===== src/rtl/truth_table_sweeper_if.sv =====
// Handshake and result bundle between a truth-table sweeper and its controller.
// The slave side is the sweeper; the master side starts sweeps and supplies resp.
interface truth_table_sweeper_if #(
  parameter int unsigned N_IN = 3
);
  localparam int unsigned ROWS = 1 << N_IN;

  logic            start;
  logic            resp;
  logic [N_IN-1:0] stim;
  logic            busy;
  logic            done;
  logic [ROWS-1:0] table_out;
  logic            table_valid;
  logic [N_IN:0]   ones_cnt;

  modport master (
    output start, resp,
    input  stim, busy, done, table_out, table_valid, ones_cnt
  );

  modport slave (
    input  start, resp,
    output stim, busy, done, table_out, table_valid, ones_cnt
  );
endinterface


===== src/rtl/truth_table_sweeper.sv =====
// Steps a combinational cell through every input combination, holding each for
// SETTLE cycles, and publishes the captured truth table plus its minterm count.
module truth_table_sweeper #(
  parameter int unsigned N_IN   = 3,
  parameter int unsigned SETTLE = 4
) (
  input  logic                  clk,
  input  logic                  rst_n,
  truth_table_sweeper_if.slave  bus
);
  localparam int unsigned ROWS  = 1 << N_IN;
  localparam int unsigned CNT_W = (SETTLE > 1) ? $clog2(SETTLE) : 1;
  localparam int unsigned OC_W  = N_IN + 1;

  localparam logic [1:0] S_IDLE = 2'd0;
  localparam logic [1:0] S_WAIT = 2'd1;
  localparam logic [1:0] S_DONE = 2'd2;

  localparam logic [N_IN-1:0]  LAST_STIM  = N_IN'(ROWS - 1);
  localparam logic [CNT_W-1:0] CNT_RELOAD = CNT_W'(SETTLE - 1);

  logic [1:0]       state, state_d;
  logic [N_IN-1:0]  stim, stim_d;
  logic [CNT_W-1:0] cnt, cnt_d;
  logic [ROWS-1:0]  shadow, shadow_d;
  logic [ROWS-1:0]  table_q, table_d;
  logic [OC_W-1:0]  ones_q, ones_d;
  logic             busy, busy_d;
  logic             done, done_d;
  logic             valid, valid_d;

  function automatic logic [OC_W-1:0] popcount(input logic [ROWS-1:0] v);
    logic [OC_W-1:0] n;
    n = '0;
    for (int i = 0; i < ROWS; i++) n = n + OC_W'(v[i]);
    return n;
  endfunction

  // State and registered outputs.
  always_ff @(posedge clk or negedge rst_n) begin
    if (!rst_n) begin
      state   <= S_IDLE;
      stim    <= '0;
      cnt     <= '0;
      shadow  <= '0;
      table_q <= '0;
      ones_q  <= '0;
      busy    <= 1'b0;
      done    <= 1'b0;
      valid   <= 1'b0;
    end else begin
      state   <= state_d;
      stim    <= stim_d;
      cnt     <= cnt_d;
      shadow  <= shadow_d;
      table_q <= table_d;
      ones_q  <= ones_d;
      busy    <= busy_d;
      done    <= done_d;
      valid   <= valid_d;
    end
  end

  // Next-state logic. Results are loaded on the edge entering DONE so that
  // table_out, ones_cnt and table_valid change in the same cycle done is high.
  always_comb begin
    state_d  = state;
    stim_d   = stim;
    cnt_d    = cnt;
    shadow_d = shadow;
    table_d  = table_q;
    ones_d   = ones_q;
    valid_d  = valid;
    case (state)
      S_IDLE: begin
        stim_d = '0;
        if (bus.start) begin
          state_d = S_WAIT;
          cnt_d   = CNT_RELOAD;
          valid_d = 1'b0;
        end
      end
      S_WAIT: begin
        if (cnt != '0) begin
          cnt_d = cnt - CNT_W'(1);
        end else begin
          shadow_d[stim] = bus.resp;
          if (stim != LAST_STIM) begin
            stim_d = stim + N_IN'(1);
            cnt_d  = CNT_RELOAD;
          end else begin
            state_d = S_DONE;
            table_d = shadow_d;
            ones_d  = popcount(shadow_d);
            valid_d = 1'b1;
          end
        end
      end
      S_DONE: begin
        state_d = S_IDLE;
        stim_d  = '0;
      end
      default: begin
        state_d = S_IDLE;
        stim_d  = '0;
      end
    endcase
    busy_d = (state_d == S_WAIT);
    done_d = (state_d == S_DONE);
  end

  assign bus.stim        = stim;
  assign bus.busy        = busy;
  assign bus.done        = done;
  assign bus.table_out   = table_q;
  assign bus.table_valid = valid;
  assign bus.ones_cnt    = ones_q;
endmodule


===== src/flat_wrapper.sv =====
// flat-port wrapper written by rule: the top's interface ports become plain ports
module truth_table_sweeper_flat 
#(
  parameter int unsigned N_IN   = 3,
  parameter int unsigned SETTLE = 4
)
  (clk, rst_n, bus_start, bus_resp, bus_stim, bus_busy, bus_done, bus_table_out, bus_table_valid, bus_ones_cnt);
  truth_table_sweeper_if #(.N_IN(N_IN)) bus_i ();
  input  logic clk;
  input  logic rst_n;
  input wire logic [$bits(bus_i.start)-1:0] bus_start;
  input wire logic [$bits(bus_i.resp)-1:0] bus_resp;
  output wire logic [$bits(bus_i.stim)-1:0] bus_stim;
  output wire logic [$bits(bus_i.busy)-1:0] bus_busy;
  output wire logic [$bits(bus_i.done)-1:0] bus_done;
  output wire logic [$bits(bus_i.table_out)-1:0] bus_table_out;
  output wire logic [$bits(bus_i.table_valid)-1:0] bus_table_valid;
  output wire logic [$bits(bus_i.ones_cnt)-1:0] bus_ones_cnt;
  assign bus_i.start = bus_start;
  assign bus_i.resp = bus_resp;
  assign bus_stim = bus_i.stim;
  assign bus_busy = bus_i.busy;
  assign bus_done = bus_i.done;
  assign bus_table_out = bus_i.table_out;
  assign bus_table_valid = bus_i.table_valid;
  assign bus_ones_cnt = bus_i.ones_cnt;
  truth_table_sweeper #(.N_IN(N_IN), .SETTLE(SETTLE)) u_core (.clk(clk), .rst_n(rst_n), .bus(bus_i));
endmodule

===== config.mk =====
export PLATFORM = sky130hd
export DESIGN_NAME = truth_table_sweeper_flat
export DESIGN_NICKNAME = d
export VERILOG_FILES = /design/src/rtl/truth_table_sweeper_if.sv /design/src/rtl/truth_table_sweeper.sv /design/src/flat_wrapper.sv
export SDC_FILE = /design/constraint.sdc
export NUM_CORES = 1
export LEC_CHECK = 0
export CORE_MARGIN = 4
export CORE_UTILIZATION = 34
export DETAILED_ROUTE_END_ITERATION = 8
export HOLD_SLACK_MARGIN = 0.03
export PLACE_DENSITY = 0.56
export SYNTH_ARGS = -nofsm -noshare
export SYNTH_HDL_FRONTEND = slang
export SYNTH_SLANG_ARGS = --single-unit

===== constraint.sdc =====
create_clock -name clk -period 4.4 [get_ports clk]
set_clock_uncertainty 0.1 [all_clocks]
set_input_delay 0.88 -clock clk [delete_from_list [all_inputs] [get_ports clk]]
set_output_delay 0.88 -clock clk [all_outputs]
set_load 0.01 [all_outputs]

Word level (Yosys, flattened, before mapping)
Index checks and enable logic that the tools add are counted.

Input port bits: 4. Register bits: 30. Output and inout port bits: 18.

Add/sub/neg operators: 9. Reduce and logical (&&, ||, !) cells: 9. $lt $le $gt $ge: 2. Bitwise operators: 2. Multiplexer cells: 18. Eq/ne operators: 9.

Operators with widths (number): $add 4x1->4 (6); $mux 2 (6); $mux 3 (3); $bwmux 8 (1); $pmux 2 s2 (2); $ne 2x2->1 const B (3); $reduce_and 3->1 (2); $eq 2x1->1 const B (2); $lt 3x4->1 const B (1); $mux 1 (4); $reduce_and 2->1 (2); $reduce_and 4->1 (1); $reduce_bool 2->1 (2); $add 3x1->3 const B (1); $demux 1 s3 (1); $ge 3x1->1 const B (1); $ne 3x1->1 const B (1); $ne 3x3->1 const B (1); $add 1x1->2 (1); $eq 2x2->1 const B (1); $logic_not 2->1 (1); $ne 2x1->1 const B (1); $not 1->1 (2); $pmux 1 s2 (1); other kinds (2) (2).

Longest topological paths before layout
Word-level depth: 12. Gate-level depth with buffers: 13.

Least setup slack after synthesis
No wires, ideal clock.

Kind: input-to-reg. Start: in bus_resp. End: reg u_core.ones_q[1] (netlist: u_core.bus.ones_cnt[1]). Setup slack: 0.760 ns. Library setup time: 0.085 ns. Stages on the path: 12. Data arrival time: 3.455 ns. Path buffers: 0. Path through: nand2b_1 -> or2_2 -> nand2_1 -> ha_1 -> inv_1 -> fa_1 -> inv_1 -> fa_1 -> fa_1 -> inv_1 -> fa_1 -> o21ai_0.

Word-level cells in the longest chain between the ends: 8.

Ends and longest elaborated chain: start: declaration (line flat_wrapper.sv:12) `input wire logic [$bits(bus_i.resp)-1:0] bus_resp;`; $bwmux 8 (*) (line truth_table_sweeper.sv:87) `shadow_d[stim] = bus.resp;`; $add 1x1->2 (line truth_table_sweeper.sv:35) `for (int i = 0; i < ROWS; i++) n = n + OC_W'(v[i]);`; $add 4x1->4 (5 in series) (line truth_table_sweeper.sv:35); $add 4x1->4 (*) (line truth_table_sweeper.sv:35); end signal: assignment (line truth_table_sweeper.sv:57) `ones_q <= ones_d;`; end: declaration (line truth_table_sweeper.sv:27) `logic [OC_W-1:0] ones_q, ones_d;`.

Mark *: on every way between the ends. The rest lies on a longest branch, timed or not. A chain may end at the register's enable or synchronous reset.

Worst setup path in the final report
Same ends and word-level chain as after synthesis.

==> flow_metrics.env <==
export IMPL_netlist_area_leader_share_pct=46.95
export IMPL_worst_pin_slew_ns=0.4836
export IMPL_rsz0062_at_grt="no"
export IMPL_drive_above_1_share_pct=17.65
export IMPL_clk_pin_slew_ns=0.06
export IMPL_path_delay_family="adder cells"
export IMPL_grt_pass1_wl_um=5913
export IMPL_cts_tree="yes"
export IMPL_slowest_delay_ns=0.49
export IMPL_drtAntennaViolNets=0
export IMPL_dp_slack_ns=0.1032
export IMPL_netlist_cell_type_count=35
export IMPL_grt_use_total_pct=12.79
export IMPL_dr_pass1_iters=4
export IMPL_start_kind="input pin"
export IMPL_synth_top_family_by_area="simple AND/OR/NAND/NOR gates"
export IMPL_io_buffers=21
export IMPL_power_density_nw_per_um2=806.6
export IMPL_overflow=0
export IMPL_grt_pass1_vias=1243
export IMPL_yosysSeqAreaShare_pct=46.95
export IMPL_path_cells="clkdlybuf4s50_1, nand2b_1, o31ai_1, ha_1, inv_1, fa_1, inv_1, fa_1, fa_1, inv_1, fa_1, o21ai_0"
export IMPL_fp_dieW_um=76.58
export IMPL_start_util_pct=35.98
export IMPL_syn2layout_area_growth_pct=21.67
export IMPL_grt_max_degree=31
export IMPL_fin_crit_ns=3.996
export IMPL_hpwl_um=2346
export IMPL_critPathSlowestCell="clkdlybuf4s50_1"
export IMPL_hold_path_class="register to register"
export IMPL_synthAdderAreaFrac_pct=9.703
export IMPL_num_rows=24
export IMPL_antenna_found_initial=0
export IMPL_hold_buffers=0
export IMPL_dieArea_um2=5865
export IMPL_fin_ws_ns=0.4039
export IMPL_cts_root_buf="clkbuf_8"
export IMPL_cp_required_ns=4.50
export IMPL_route_detailed_drc=0
export IMPL_die_h_um=76.58
export IMPL_outcome="finished clean"
export IMPL_pin_count=22
export IMPL_insertion_delay_ns=0.28
export IMPL_ys_ff_latch=30
export IMPL_yosys_area_share_xor_xnor_pct=1.095
export IMPL_crit_path_frequent_cell="fa_1"
export IMPL_cts_resized=0
export IMPL_netlist_area_um2=1599
export IMPL_timing_final_hold_violations=0
export IMPL_maxSlewHeadroom_pct=67.76
export IMPL_dr_first_iter_drc_count=32
export IMPL_cts_sinks=30
export IMPL_wl_per_cell_um=14.38
export IMPL_cts_setup_buffers=0
export IMPL_synthTopCellsByArea="dfrtp_1, mux2_2, fa_1"
export IMPL_wl_um=3192
export IMPL_seqCellArea_um2=750.7
export IMPL_crit_buf_inv=4
export IMPL_muxShareOfSynthArea_pct=13.69
export IMPL_gp_congestion=0.7770
export IMPL_yosys_top_cells_count="dfrtp_1, mux2_2, nor2_1"
export IMPL_p_leak_nw=0.8629
export IMPL_num_antenna_cells=0
export IMPL_crit_path_max_fanout=3
export IMPL_finalCritPeriodShare_pct=90.82
export IMPL_nets=183
export IMPL_final_max_slew_viol_count=0
export IMPL_synth_most_common_cell="dfrtp_1"
export IMPL_cp_end_kind="register"
export IMPL_synth_area_leader_cell="dfrtp_1"
export IMPL_synth_edf_count=0
export IMPL_setup_viol=0
export IMPL_yosys_area_share_simple_pct=16.43
export IMPL_max_cap_violations=0
export IMPL_fillCellCount=427
export IMPL_multi_input_area_um2=768.2
export IMPL_num_vias=1109
export IMPL_cp_arrival_ns=4.10
export IMPL_syn_area_per_cell_um2=11.10
export IMPL_synth_compound_area_share_pct=7.121
export IMPL_synthArstFlopShare_pct=100.0
export IMPL_viasPerCell=4.995
export IMPL_synth_nets=158
export IMPL_setup_tns_ns=0
export IMPL_clockBufferDepth=2
export IMPL_cts_buffers=5
export IMPL_worstSetupPathType="input pin to register"
export IMPL_synth_main_ff_cell="dfrtp_1"
export IMPL_cts_max_level=2
export IMPL_max_freq_mhz=250.2
export IMPL_coreArea_um2=4444
export IMPL_netlist_instances=144
export IMPL_synth_warnings=0
export IMPL_ir_drop_mv=0.3120
worst reg2reg max path, delay by kind of cell (launching register included):
family / cells / cell delay, ns
adders and majority gates: 5 / 2.01
DFF: 1 / 0.55
AOI/OAI and AO/OA: 2 / 0.38
and+or+nand+nor: 2 / 0.37
buffers and inverters: 3 / 0.18
final timing paths:
path / startpoint / cells past startpoint / end / slack (ns)
min in group asynchronous: rst_n / 2 / u_core.cnt[0] / 0.88
max in group asynchronous: rst_n / 2 / u_core.shadow[1] / 3.03
worst min register to register: u_core.bus.ones_cnt[0] / 2 / u_core.bus.ones_cnt[0] / 0.38
worst min-delay path: u_core.bus.ones_cnt[0] / 2 / u_core.bus.ones_cnt[0] / 0.38
worst max register to register: u_core.bus.stim[2] / 12 / u_core.bus.ones_cnt[1] / 0.72
worst max-delay path: bus_resp / 12 / u_core.bus.ones_cnt[1] / 0.40
sequential cells by signal, indices dropped and copies added (netlist names):
signal and cells:
u_core.bus.done 1, u_core.bus.stim 3, u_core.bus.ones_cnt 4, u_core.bus.busy 1, u_core.bus.table_out 8, u_core.state 2, u_core.cnt 2, u_core.bus.table_valid 1
u_core.shadow 8
layout by cell type, fill, tap and decap left out:
cell	instances
nor2_1	13
ha_1	6
dfrtp_1	30
nand3_1	3
nand2_1	10
buf_4	3
o31ai_1	2
clkdlybuf4s50_1	21
clkbuf_1	1
inv_2	1
nor3b_1	3
o22ai_1	1
clkbuf_8	6
a21oi_1	5
mux2_1	1
nand3b_1	3
nor2b_1	1
a22o_1	2
mux2_2	14
and4bb_2	1
mux2i_1	5
o21ba_2	1
xor2_1	1
o21bai_1	1
nand2b_1	7
fa_1	4
nand4b_2	1
xnor2_1	1
clkinv_2	1
or2_2	2
and2_1	2
nor3_1	1
a31oi_1	2
o21ai_0	4
nand4b_1	1
inv_1	9
report_power, final:
part | leakage [nW] | internal, mW | switching, mW
Combinational | 0.463 | 0.432 | 0.431
Clock | 0.0482 | 0.126 | 0.0995
Sequential | 0.351 | 0.385 | 0.0969
Total | 0.863 | 0.942 | 0.627
kinds of logic (layout without fill, tap and decap cells):
logic type	Yosys count	after routing
and+or+nand+nor	48	48
DFF	30	30
muxes	20	20
AOI/OAI and AO/OA	18	18
buffers and inverters	16	42
adders and majority gates	10	10
xor gates and xnor gates	2	2
stage by stage:
stage	power (mW)	hold WS [ns]	instances	utilization, %	instance area [µm²]
floorplan	1.066	0.3577	144	-	1599
global placement	1.298	0.3616	214	41.72	1854
detailed placement	1.355	0.3755	214	41.72	1854
CTS	1.598	0.3901	222	43.78	1946
global route	1.762	0.4222	222	43.78	1946
finish	1.569	0.3814	222	43.78	1946
metal layers:
layer  part of all wire, %  up-vias  GRT usage [%]
met1                    48      547          15.95
met4                   2.1        0          6.341
met5                     0        -              0
met2                    46       17          20.21
li1                      -      538              -
met3                   3.8        7          3.664
cell type report:
| type | count | share of cell area, % |
|---|---|---|
| well taps | 52 | 3.344 |
| inverters | 10 | 1.929 |
| clock inverters | 1 | 0.2572 |
| multi-input cells | 98 | 39.49 |
| clock buffers | 7 | 4.437 |
| flip-flops and latches | 30 | 38.59 |
| repair buffers | 24 | 11.96 |
(Power assumes the default switching activity.)
